$ cat config.mk
export PLATFORM = sky130hd
export DESIGN_NAME = packet_decoder_param_flat
export DESIGN_NICKNAME = d
export VERILOG_FILES = /design/src/rtl/packet_decoder_pkg.sv /design/src/rtl/packet_decoder_if.sv /design/src/rtl/pkt_word_counter.sv /design/src/rtl/packet_decoder_param.sv /design/src/flat_wrapper.sv
export SDC_FILE = /design/constraint.sdc
export NUM_CORES = 1
export LEC_CHECK = 0
export CAP_MARGIN = 20
export CORE_ASPECT_RATIO = 1.2
export CORE_MARGIN = 1
export CORE_UTILIZATION = 35
export CTS_BUF_LIST = sky130_fd_sc_hd__clkbuf_4
export CTS_CLUSTER_SIZE = 12
export DETAILED_ROUTE_END_ITERATION = 8
export GPL_TIMING_DRIVEN = 0
export PLACE_DENSITY = 0.66
export SLEW_MARGIN = 30
export SYNTH_ARGS = -nofsm -noshare
export SYNTH_HDL_FRONTEND = slang
export SYNTH_SLANG_ARGS = --single-unit
$ cat constraint.sdc
create_clock -name i_clk -period 2.3 [get_ports i_clk]
set_input_delay 0.69 -clock i_clk [delete_from_list [all_inputs] [get_ports i_clk]]
set_output_delay 0.69 -clock i_clk [all_outputs]
set_load 0.02 [all_outputs]
$ cat src/rtl/packet_decoder_pkg.sv
`default_nettype none
// ============================================================================
// Module   : packet_decoder_pkg
// Purpose  : Shared definitions for the packet decoder: FSM state encoding
//            and the default resync / start-of-packet patterns.
// Ports    : none (package)
// Revision : 1.0 - initial release
// ============================================================================
package packet_decoder_pkg;

    // Decoder FSM states, explicitly 2 bits wide.
    typedef enum logic [1:0] {
        ST_IDLE = 2'd0,
        ST_LEN  = 2'd1,
        ST_DATA = 2'd2
    } state_t;

    // Default framing patterns (32-bit; resized to WORD_W at the top level).
    localparam logic [31:0] c_resync_default = 32'h416F_DC1E;
    localparam logic [31:0] c_sop_default    = 32'hD78C_1B74;

endpackage : packet_decoder_pkg
`default_nettype wire

$ cat src/rtl/packet_decoder_if.sv
`default_nettype none
// ============================================================================
// Module   : packet_decoder_if
// Purpose  : Word-stream input and decoded-output bundle of the packet
//            decoder. Signal directions are named from the decoder's side.
// Ports    : i_recv_word_cmd / i_recv_word_data       (source -> decoder)
//            o_start_data_payload, o_payload_data_word,
//            o_word_decode_complete, o_packet_done,
//            o_error, o_reset, o_words_remaining       (decoder -> sink)
// Modports : master (word source / observer), slave (decoder)
// Revision : 1.0 - initial release
// ============================================================================
interface packet_decoder_if #(
    parameter int WORD_W = 32,
    parameter int LEN_W  = 16
);
    logic              i_recv_word_cmd;
    logic [WORD_W-1:0] i_recv_word_data;
    logic              o_start_data_payload;
    logic [WORD_W-1:0] o_payload_data_word;
    logic              o_word_decode_complete;
    logic              o_packet_done;
    logic              o_error;
    logic              o_reset;
    logic [LEN_W-1:0]  o_words_remaining;

    modport master (
        output i_recv_word_cmd,
        output i_recv_word_data,
        input  o_start_data_payload,
        input  o_payload_data_word,
        input  o_word_decode_complete,
        input  o_packet_done,
        input  o_error,
        input  o_reset,
        input  o_words_remaining
    );

    modport slave (
        input  i_recv_word_cmd,
        input  i_recv_word_data,
        output o_start_data_payload,
        output o_payload_data_word,
        output o_word_decode_complete,
        output o_packet_done,
        output o_error,
        output o_reset,
        output o_words_remaining
    );
endinterface : packet_decoder_if
`default_nettype wire

$ cat src/rtl/pkt_word_counter.sv
`default_nettype none
// ============================================================================
// Module   : pkt_word_counter
// Purpose  : Payload word counter. Loadable down-counter with last/zero flags.
// Ports    : i_clk, i_reset       clock, synchronous active-high reset
//            i_clear              synchronous clear to zero
//            i_load, i_load_val   load a new payload length
//            i_dec                decrement by one
//            o_count              current count (registered)
//            o_is_last            count == 1
//            o_zero               count == 0
// Priority : reset > clear > load > decrement
// Revision : 1.0 - initial release
// ============================================================================
module pkt_word_counter #(
    parameter int LEN_W = 16
) (
    input  logic             i_clk,
    input  logic             i_reset,
    input  logic             i_clear,
    input  logic             i_load,
    input  logic [LEN_W-1:0] i_load_val,
    input  logic             i_dec,
    output logic [LEN_W-1:0] o_count,
    output logic             o_is_last,
    output logic             o_zero
);

    logic [LEN_W-1:0] r_count;

    always_ff @(posedge i_clk) begin
        if (i_reset || i_clear) begin
            r_count <= '0;
        end else if (i_load) begin
            r_count <= i_load_val;
        end else if (i_dec) begin
            r_count <= r_count - LEN_W'(1);
        end
    end

    assign o_count   = r_count;
    assign o_is_last = (r_count == LEN_W'(1));
    assign o_zero    = (r_count == '0);

endmodule : pkt_word_counter
`default_nettype wire

$ cat src/rtl/packet_decoder_param.sv
`default_nettype none
// ============================================================================
// Module   : packet_decoder_param
// Purpose  : Framed word-stream decoder. Waits for SOP_WORD, takes the next
//            word as payload length, then emits that many payload words.
//            RESYNC_WORD aborts from any state. All outputs are registered
//            (one-cycle latency from the input strobe).
// Ports    : i_clk    clock (rising edge)
//            i_reset  synchronous, active-high reset
//            bus      packet_decoder_if.slave (word input, decoded outputs)
// Config   : PACKET_DECODER_TIMEOUT_EN - when defined, an inter-word gap of
//            TIMEOUT_CYCLES in LEN/DATA raises o_error and returns to IDLE.
//            When undefined the decoder waits indefinitely.
// Revision : 1.0 - initial release
// ============================================================================
module packet_decoder_param
    import packet_decoder_pkg::*;
#(
    parameter int                WORD_W         = 32,
    parameter int                LEN_W          = 16,
    parameter int                MAX_LEN        = 1024,
    parameter logic [WORD_W-1:0] RESYNC_WORD    = WORD_W'(c_resync_default),
    parameter logic [WORD_W-1:0] SOP_WORD       = WORD_W'(c_sop_default),
    parameter int                TIMEOUT_CYCLES = 65535
) (
    input  logic            i_clk,
    input  logic            i_reset,
    packet_decoder_if.slave bus
);

    state_t            r_state;
    logic              r_start;
    logic [WORD_W-1:0] r_payload;
    logic              r_complete;
    logic              r_done;
    logic              r_error;
    logic              r_resync;

    logic              w_cmd;
    logic [WORD_W-1:0] w_data;
    logic [LEN_W-1:0]  w_len;
    logic              w_is_resync;
    logic              w_len_ok;
    logic              w_timeout;
    logic              w_cnt_clear;
    logic              w_cnt_load;
    logic              w_cnt_dec;
    logic [LEN_W-1:0]  w_count;
    logic              w_cnt_last;
    logic              w_cnt_zero;

    assign w_cmd       = bus.i_recv_word_cmd;
    assign w_data      = bus.i_recv_word_data;
    assign w_len       = w_data[LEN_W-1:0];
    assign w_is_resync = w_cmd && (w_data == RESYNC_WORD);
    // 64-bit compare so MAX_LEN beyond the LEN_W range is handled correctly.
    assign w_len_ok    = (w_len != '0) && (64'(w_len) <= 64'(MAX_LEN));

`ifdef PACKET_DECODER_TIMEOUT_EN
    localparam int GAP_W = $clog2(TIMEOUT_CYCLES + 1);
    logic [GAP_W-1:0] r_gap;

    // r_gap counts silent cycles already elapsed; the cycle that would make
    // it reach TIMEOUT_CYCLES is the timeout cycle.
    assign w_timeout = !w_cmd && (r_state != ST_IDLE) &&
                       (r_gap == GAP_W'(TIMEOUT_CYCLES - 1));

    always_ff @(posedge i_clk) begin
        if (i_reset || w_cmd || (r_state == ST_IDLE) || w_timeout) begin
            r_gap <= '0;
        end else begin
            r_gap <= r_gap + GAP_W'(1);
        end
    end
`else
    logic w_unused_timeout;
    assign w_timeout        = 1'b0;
    assign w_unused_timeout = (TIMEOUT_CYCLES == 0);
`endif

    // Counter control mirrors the FSM decisions below.
    always_comb begin
        w_cnt_clear = w_is_resync || w_timeout;
        w_cnt_load  = 1'b0;
        w_cnt_dec   = 1'b0;
        if (w_cmd && !w_is_resync) begin
            w_cnt_load = (r_state == ST_LEN) && w_len_ok;
            w_cnt_dec  = (r_state == ST_DATA) && !w_cnt_zero;
        end
    end

    pkt_word_counter #(
        .LEN_W      (LEN_W)
    ) u_counter (
        .i_clk      (i_clk),
        .i_reset    (i_reset),
        .i_clear    (w_cnt_clear),
        .i_load     (w_cnt_load),
        .i_load_val (w_len),
        .i_dec      (w_cnt_dec),
        .o_count    (w_count),
        .o_is_last  (w_cnt_last),
        .o_zero     (w_cnt_zero)
    );

    always_ff @(posedge i_clk) begin
        if (i_reset) begin
            r_state    <= ST_IDLE;
            r_start    <= 1'b0;
            r_payload  <= '0;
            r_complete <= 1'b0;
            r_done     <= 1'b0;
            r_error    <= 1'b0;
            r_resync   <= 1'b0;
        end else begin
            r_start    <= 1'b0;
            r_payload  <= '0;
            r_complete <= 1'b0;
            r_done     <= 1'b0;
            r_error    <= 1'b0;
            r_resync   <= 1'b0;

            if (w_is_resync) begin
                r_resync <= 1'b1;
                r_state  <= ST_IDLE;
            end else if (w_timeout) begin
                r_error <= 1'b1;
                r_state <= ST_IDLE;
            end else if (w_cmd) begin
                case (r_state)
                    ST_IDLE: begin
                        if (w_data == SOP_WORD) begin
                            r_state <= ST_LEN;
                        end
                    end
                    ST_LEN: begin
                        if (w_len_ok) begin
                            r_start <= 1'b1;
                            r_state <= ST_DATA;
                        end else begin
                            r_error <= 1'b1;
                            r_state <= ST_IDLE;
                        end
                    end
                    ST_DATA: begin
                        // A zero count in DATA is unreachable; recover to IDLE.
                        if (w_cnt_zero) begin
                            r_state <= ST_IDLE;
                        end else begin
                            r_payload  <= w_data;
                            r_complete <= 1'b1;
                            if (w_cnt_last) begin
                                r_done  <= 1'b1;
                                r_state <= ST_IDLE;
                            end
                        end
                    end
                    default: r_state <= ST_IDLE;
                endcase
            end
        end
    end

    assign bus.o_start_data_payload   = r_start;
    assign bus.o_payload_data_word    = r_payload;
    assign bus.o_word_decode_complete = r_complete;
    assign bus.o_packet_done          = r_done;
    assign bus.o_error                = r_error;
    assign bus.o_reset                = r_resync;
    assign bus.o_words_remaining      = w_count;

endmodule : packet_decoder_param
`default_nettype wire
$ cat src/flat_wrapper.sv
// flat-port wrapper written by rule: the top's interface ports become plain ports
module packet_decoder_param_flat import packet_decoder_pkg::*;
#(
    parameter int                WORD_W         = 32,
    parameter int                LEN_W          = 16,
    parameter int                MAX_LEN        = 1024,
    parameter logic [WORD_W-1:0] RESYNC_WORD    = WORD_W'(c_resync_default),
    parameter logic [WORD_W-1:0] SOP_WORD       = WORD_W'(c_sop_default),
    parameter int                TIMEOUT_CYCLES = 65535
)
  (i_clk, i_reset, bus_i_recv_word_cmd, bus_i_recv_word_data, bus_o_start_data_payload, bus_o_payload_data_word, bus_o_word_decode_complete, bus_o_packet_done, bus_o_error, bus_o_reset, bus_o_words_remaining);
  packet_decoder_if #(.WORD_W(WORD_W), .LEN_W(LEN_W)) bus_i ();
  input  logic i_clk;
  input  logic i_reset;
  input wire logic [$bits(bus_i.i_recv_word_cmd)-1:0] bus_i_recv_word_cmd;
  input wire logic [$bits(bus_i.i_recv_word_data)-1:0] bus_i_recv_word_data;
  output wire logic [$bits(bus_i.o_start_data_payload)-1:0] bus_o_start_data_payload;
  output wire logic [$bits(bus_i.o_payload_data_word)-1:0] bus_o_payload_data_word;
  output wire logic [$bits(bus_i.o_word_decode_complete)-1:0] bus_o_word_decode_complete;
  output wire logic [$bits(bus_i.o_packet_done)-1:0] bus_o_packet_done;
  output wire logic [$bits(bus_i.o_error)-1:0] bus_o_error;
  output wire logic [$bits(bus_i.o_reset)-1:0] bus_o_reset;
  output wire logic [$bits(bus_i.o_words_remaining)-1:0] bus_o_words_remaining;
  assign bus_i.i_recv_word_cmd = bus_i_recv_word_cmd;
  assign bus_i.i_recv_word_data = bus_i_recv_word_data;
  assign bus_o_start_data_payload = bus_i.o_start_data_payload;
  assign bus_o_payload_data_word = bus_i.o_payload_data_word;
  assign bus_o_word_decode_complete = bus_i.o_word_decode_complete;
  assign bus_o_packet_done = bus_i.o_packet_done;
  assign bus_o_error = bus_i.o_error;
  assign bus_o_reset = bus_i.o_reset;
  assign bus_o_words_remaining = bus_i.o_words_remaining;
  packet_decoder_param #(.WORD_W(WORD_W), .LEN_W(LEN_W), .MAX_LEN(MAX_LEN), .RESYNC_WORD(RESYNC_WORD), .SOP_WORD(SOP_WORD), .TIMEOUT_CYCLES(TIMEOUT_CYCLES)) u_core (.i_clk(i_clk), .i_reset(i_reset), .bus(bus_i));
endmodule
==> results_dict.tcl <==
set metrics [dict create \
    initial_utilization 0.366 \
    worstPathRequired_ps 2570 \
    grt_pass1_vias 2106 \
    firstDrtPassIters 5 \
    path_class "in -> reg" \
    vias 2220 \
    critPathCaptureType "register" \
    grt_max_degree 17 \
    dieArea_mm2 0.00716 \
    die_w_um 77.4 \
    power_density_mw_per_mm2 442 \
    clockBufferDepth 2 \
    clk_pin_slew_ps 150 \
    num_rows 32 \
    dp_cells 418 \
    yosys_warnings 0 \
    slew_headroom 0.459 \
    postPlaceCellArea_mm2 0.00337 \
    ioPinCount 88 \
    worstPathArrival_ps 2550 \
    fillers 611 \
    period_minus_slack_ps 2270 \
    wl_per_cell_um 15.5 \
    layout_commonest_cell "clkdlybuf4s50_1" \
    drt-initial-drc-count 61 \
    syn_area_per_cell_um2 9.71 \
    overflow 0 \
    syn_to_final_growth_pct 50.3 \
    portBuffers 87 \
    antenna_found_initial 0 \
    cts.sinks 55 \
    critPathMaxStageDelay_ps 450 \
    drcViolationCount 0 \
    irDropWorstVdd_uv 228 \
    p_leak_uw 0.00139 \
    syn-num-nets 283 \
    drive_gt1_frac 0.174 \
    skew_ps 11.6 \
    synth-seq-cells 55 \
    fmax_mhz 440 \
    synth_cell_types 52 \
    finalHoldViolCount 0 \
    insertion_delay_ps 370 \
    grt_pass1_wl_um 10600 \
    chipHeight_um 92.5 \
    finalNonFillerCells 429 \
    rsz0062_at_grt "true" \
    final_cell_mix "71 x clkdlybuf4s50_1, 52 x dfxtp_1, 25 x and2_1" \
    wl_um 6630 \
    register_area_mm2 0.00111 \
    synthCells 246 \
    min_period_over_period 0.988 \
    coreArea_mm2 0.00653 \
    cts_buffers 5 \
    worst_pin_slew_ps 804 \
    cts_tree "yes" \
    post_drt_via_cell_ratio 5.17 \
    multi_input_area_mm2 0.00130 \
    dp_hpwl_um 4990 \
    cts-root-buf "clkbuf_4" \
    ys_seq_area_frac 0.461 \
    finalSetupViolCount 0 \
    final.setup.tns_ps 0 \
    hp-class "reg -> reg" \
    status "completed" \
    critPathLaunchType "primary input" \
    ctsHoldBuffers 0 \
    gp_congestion 0.869 \
    cts_max_level 2 \
    crit_path_max_fanout 10 \
    drv_cap 0 \
    slowest_stage "or3_4" \
    cp_cell_sequence "clkdlybuf4s50_1, nor3_1, nand4_1, or3_4, buf_6, and2_4, o21ai_2, a21oi_1" \
    post-route-util 0.550 \
    nNetsFinal 381 \
    finalMaxSlewViolations 0 \
    antenna_cells 0 \
    grtUsageTotal 0.189 \
    synth_area_mm2 0.00239 \
    stdcell_area_mm2 0.00359 \
    ant_nets 0 \
]
[cell usage after synthesis (all sizes together)]
master | number | area share
a311oi | 2 | 0.013
nand2 | 18 | 0.029
ha | 2 | 0.010
o211ai | 3 | 0.0094
nand3 | 12 | 0.025
a22oi | 1 | 0.0031
nor4 | 8 | 0.036
or3 | 7 | 0.020
or2 | 2 | 0.0052
a2bb2oi | 1 | 0.0037
a211o | 1 | 0.0037
inv | 6 | 0.0094
o21bai | 1 | 0.0047
and4 | 2 | 0.0073
nand4 | 4 | 0.010
nor2 | 18 | 0.029
a31o | 1 | 0.0037
nand4b | 3 | 0.011
o21a | 1 | 0.0037
o21ai | 7 | 0.016
a21o | 1 | 0.0063
a21oi | 12 | 0.025
nand3b | 2 | 0.0063
nand4bb | 2 | 0.0094
nor3b | 1 | 0.0052
o21ba | 1 | 0.0042
dfxtp | 55 | 0.46
or4 | 1 | 0.0031
and2 | 35 | 0.10
buf | 8 | 0.034
and3 | 2 | 0.0073
nand2b | 1 | 0.0058
o311ai | 2 | 0.0073
a32oi | 3 | 0.011
a31oi | 8 | 0.021
nor3 | 8 | 0.021
nor2b | 2 | 0.0052
o211a | 1 | 0.0073
nor4b | 1 | 0.0037
[worst paths after layout]
kind	start	endpoint	slack (ps)	depth (start not counted)
max	bus_i_recv_word_data[11]	u_core.u_counter.o_count[7]	30	8
min	u_core.u_counter.o_count[1]	u_core.u_counter.o_count[1]	500	2
max reg2reg	u_core.u_counter.o_count[0]	u_core.u_counter.o_count[9]	130	8
min reg2reg	u_core.u_counter.o_count[1]	u_core.u_counter.o_count[1]	500	2
[cell families (layout without fill, tap and decap cells)]
logic type / after synthesis / count (layout) / synth area share
AO/OA/AOI/OAI: 46 / 46 / 0.143
adder cells (fa/ha/maj): 2 / 2 / 0.0105
buffers and inverters: 14 / 112 / 0.0430
flip-flops: 55 / 55 / 0.461
AND/OR/NAND/NOR: 129 / 129 / 0.343
[report_power, final]
group          leakage [µW]  switching [µW]  total, µW  internal, µW
combinational      0.000906            55.5        115          59.6
sequential         0.000445   0.00000000552        952           952
clock             0.0000373             295        519           223
total               0.00139             351       1590          1230
[critical path: cells and delay by family]
family | cells | cell delay (ps)
buf+inv | 2 | 600
compound gates | 2 | 110
simple gates | 4 | 1130
[flip-flops by register name, indices dropped and copies added, names as in the netlist]
register	cells
u_core.r_state	2
u_core.bus.o_packet_done	1
u_core.bus.o_payload_data_word	32
u_core.bus.o_error	1
u_core.bus.o_word_decode_complete	1
u_core.bus.o_reset	1
u_core.u_counter.o_count	16
u_core.bus.o_start_data_payload	1
[metal layers]
metal	track usage	share of wire
met5	0	0
met4	0.0597	0.019
met3	0.0394	0.073
met2	0.336	0.48
met1	0.224	0.42
[per-stage QoR]
| step | hold WS [ps] | setup WS [ps] | total power, µW |
|---|---|---|---|
| 2_1_floorplan | 481 | 76.0 | 995 |
| 3_3_place_gp | 492 | -760 | 1080 |
| 3_5_place_dp | 501 | -798 | 1080 |
| 4_1_cts | 525 | 2.40 | 1590 |
| 5_1_grt | 546 | -39.7 | 1650 |
| 6_report | 499 | 28.2 | 1590 |
[repair_timing]
item | 4_1_cts | 5_1_grt
pin swaps | 6 | 5
setup buffers | 1 | 2
resized for setup | 25 | 13
setup endpoints to repair | 53 | 47
gates cloned | 1 | 0
[final cells by class]
class | instances | area share
well taps | 85 | 0.0296
clock buffers | 5 | 0.0105
inverters | 6 | 0.00627
flip-flops and latches | 55 | 0.308
plain buffers | 8 | 0.0240
repair buffers | 91 | 0.249
multi-input cells | 177 | 0.362
clock inverters | 2 | 0.0105
No activity file was read; power rests on OpenSTA's default activity.
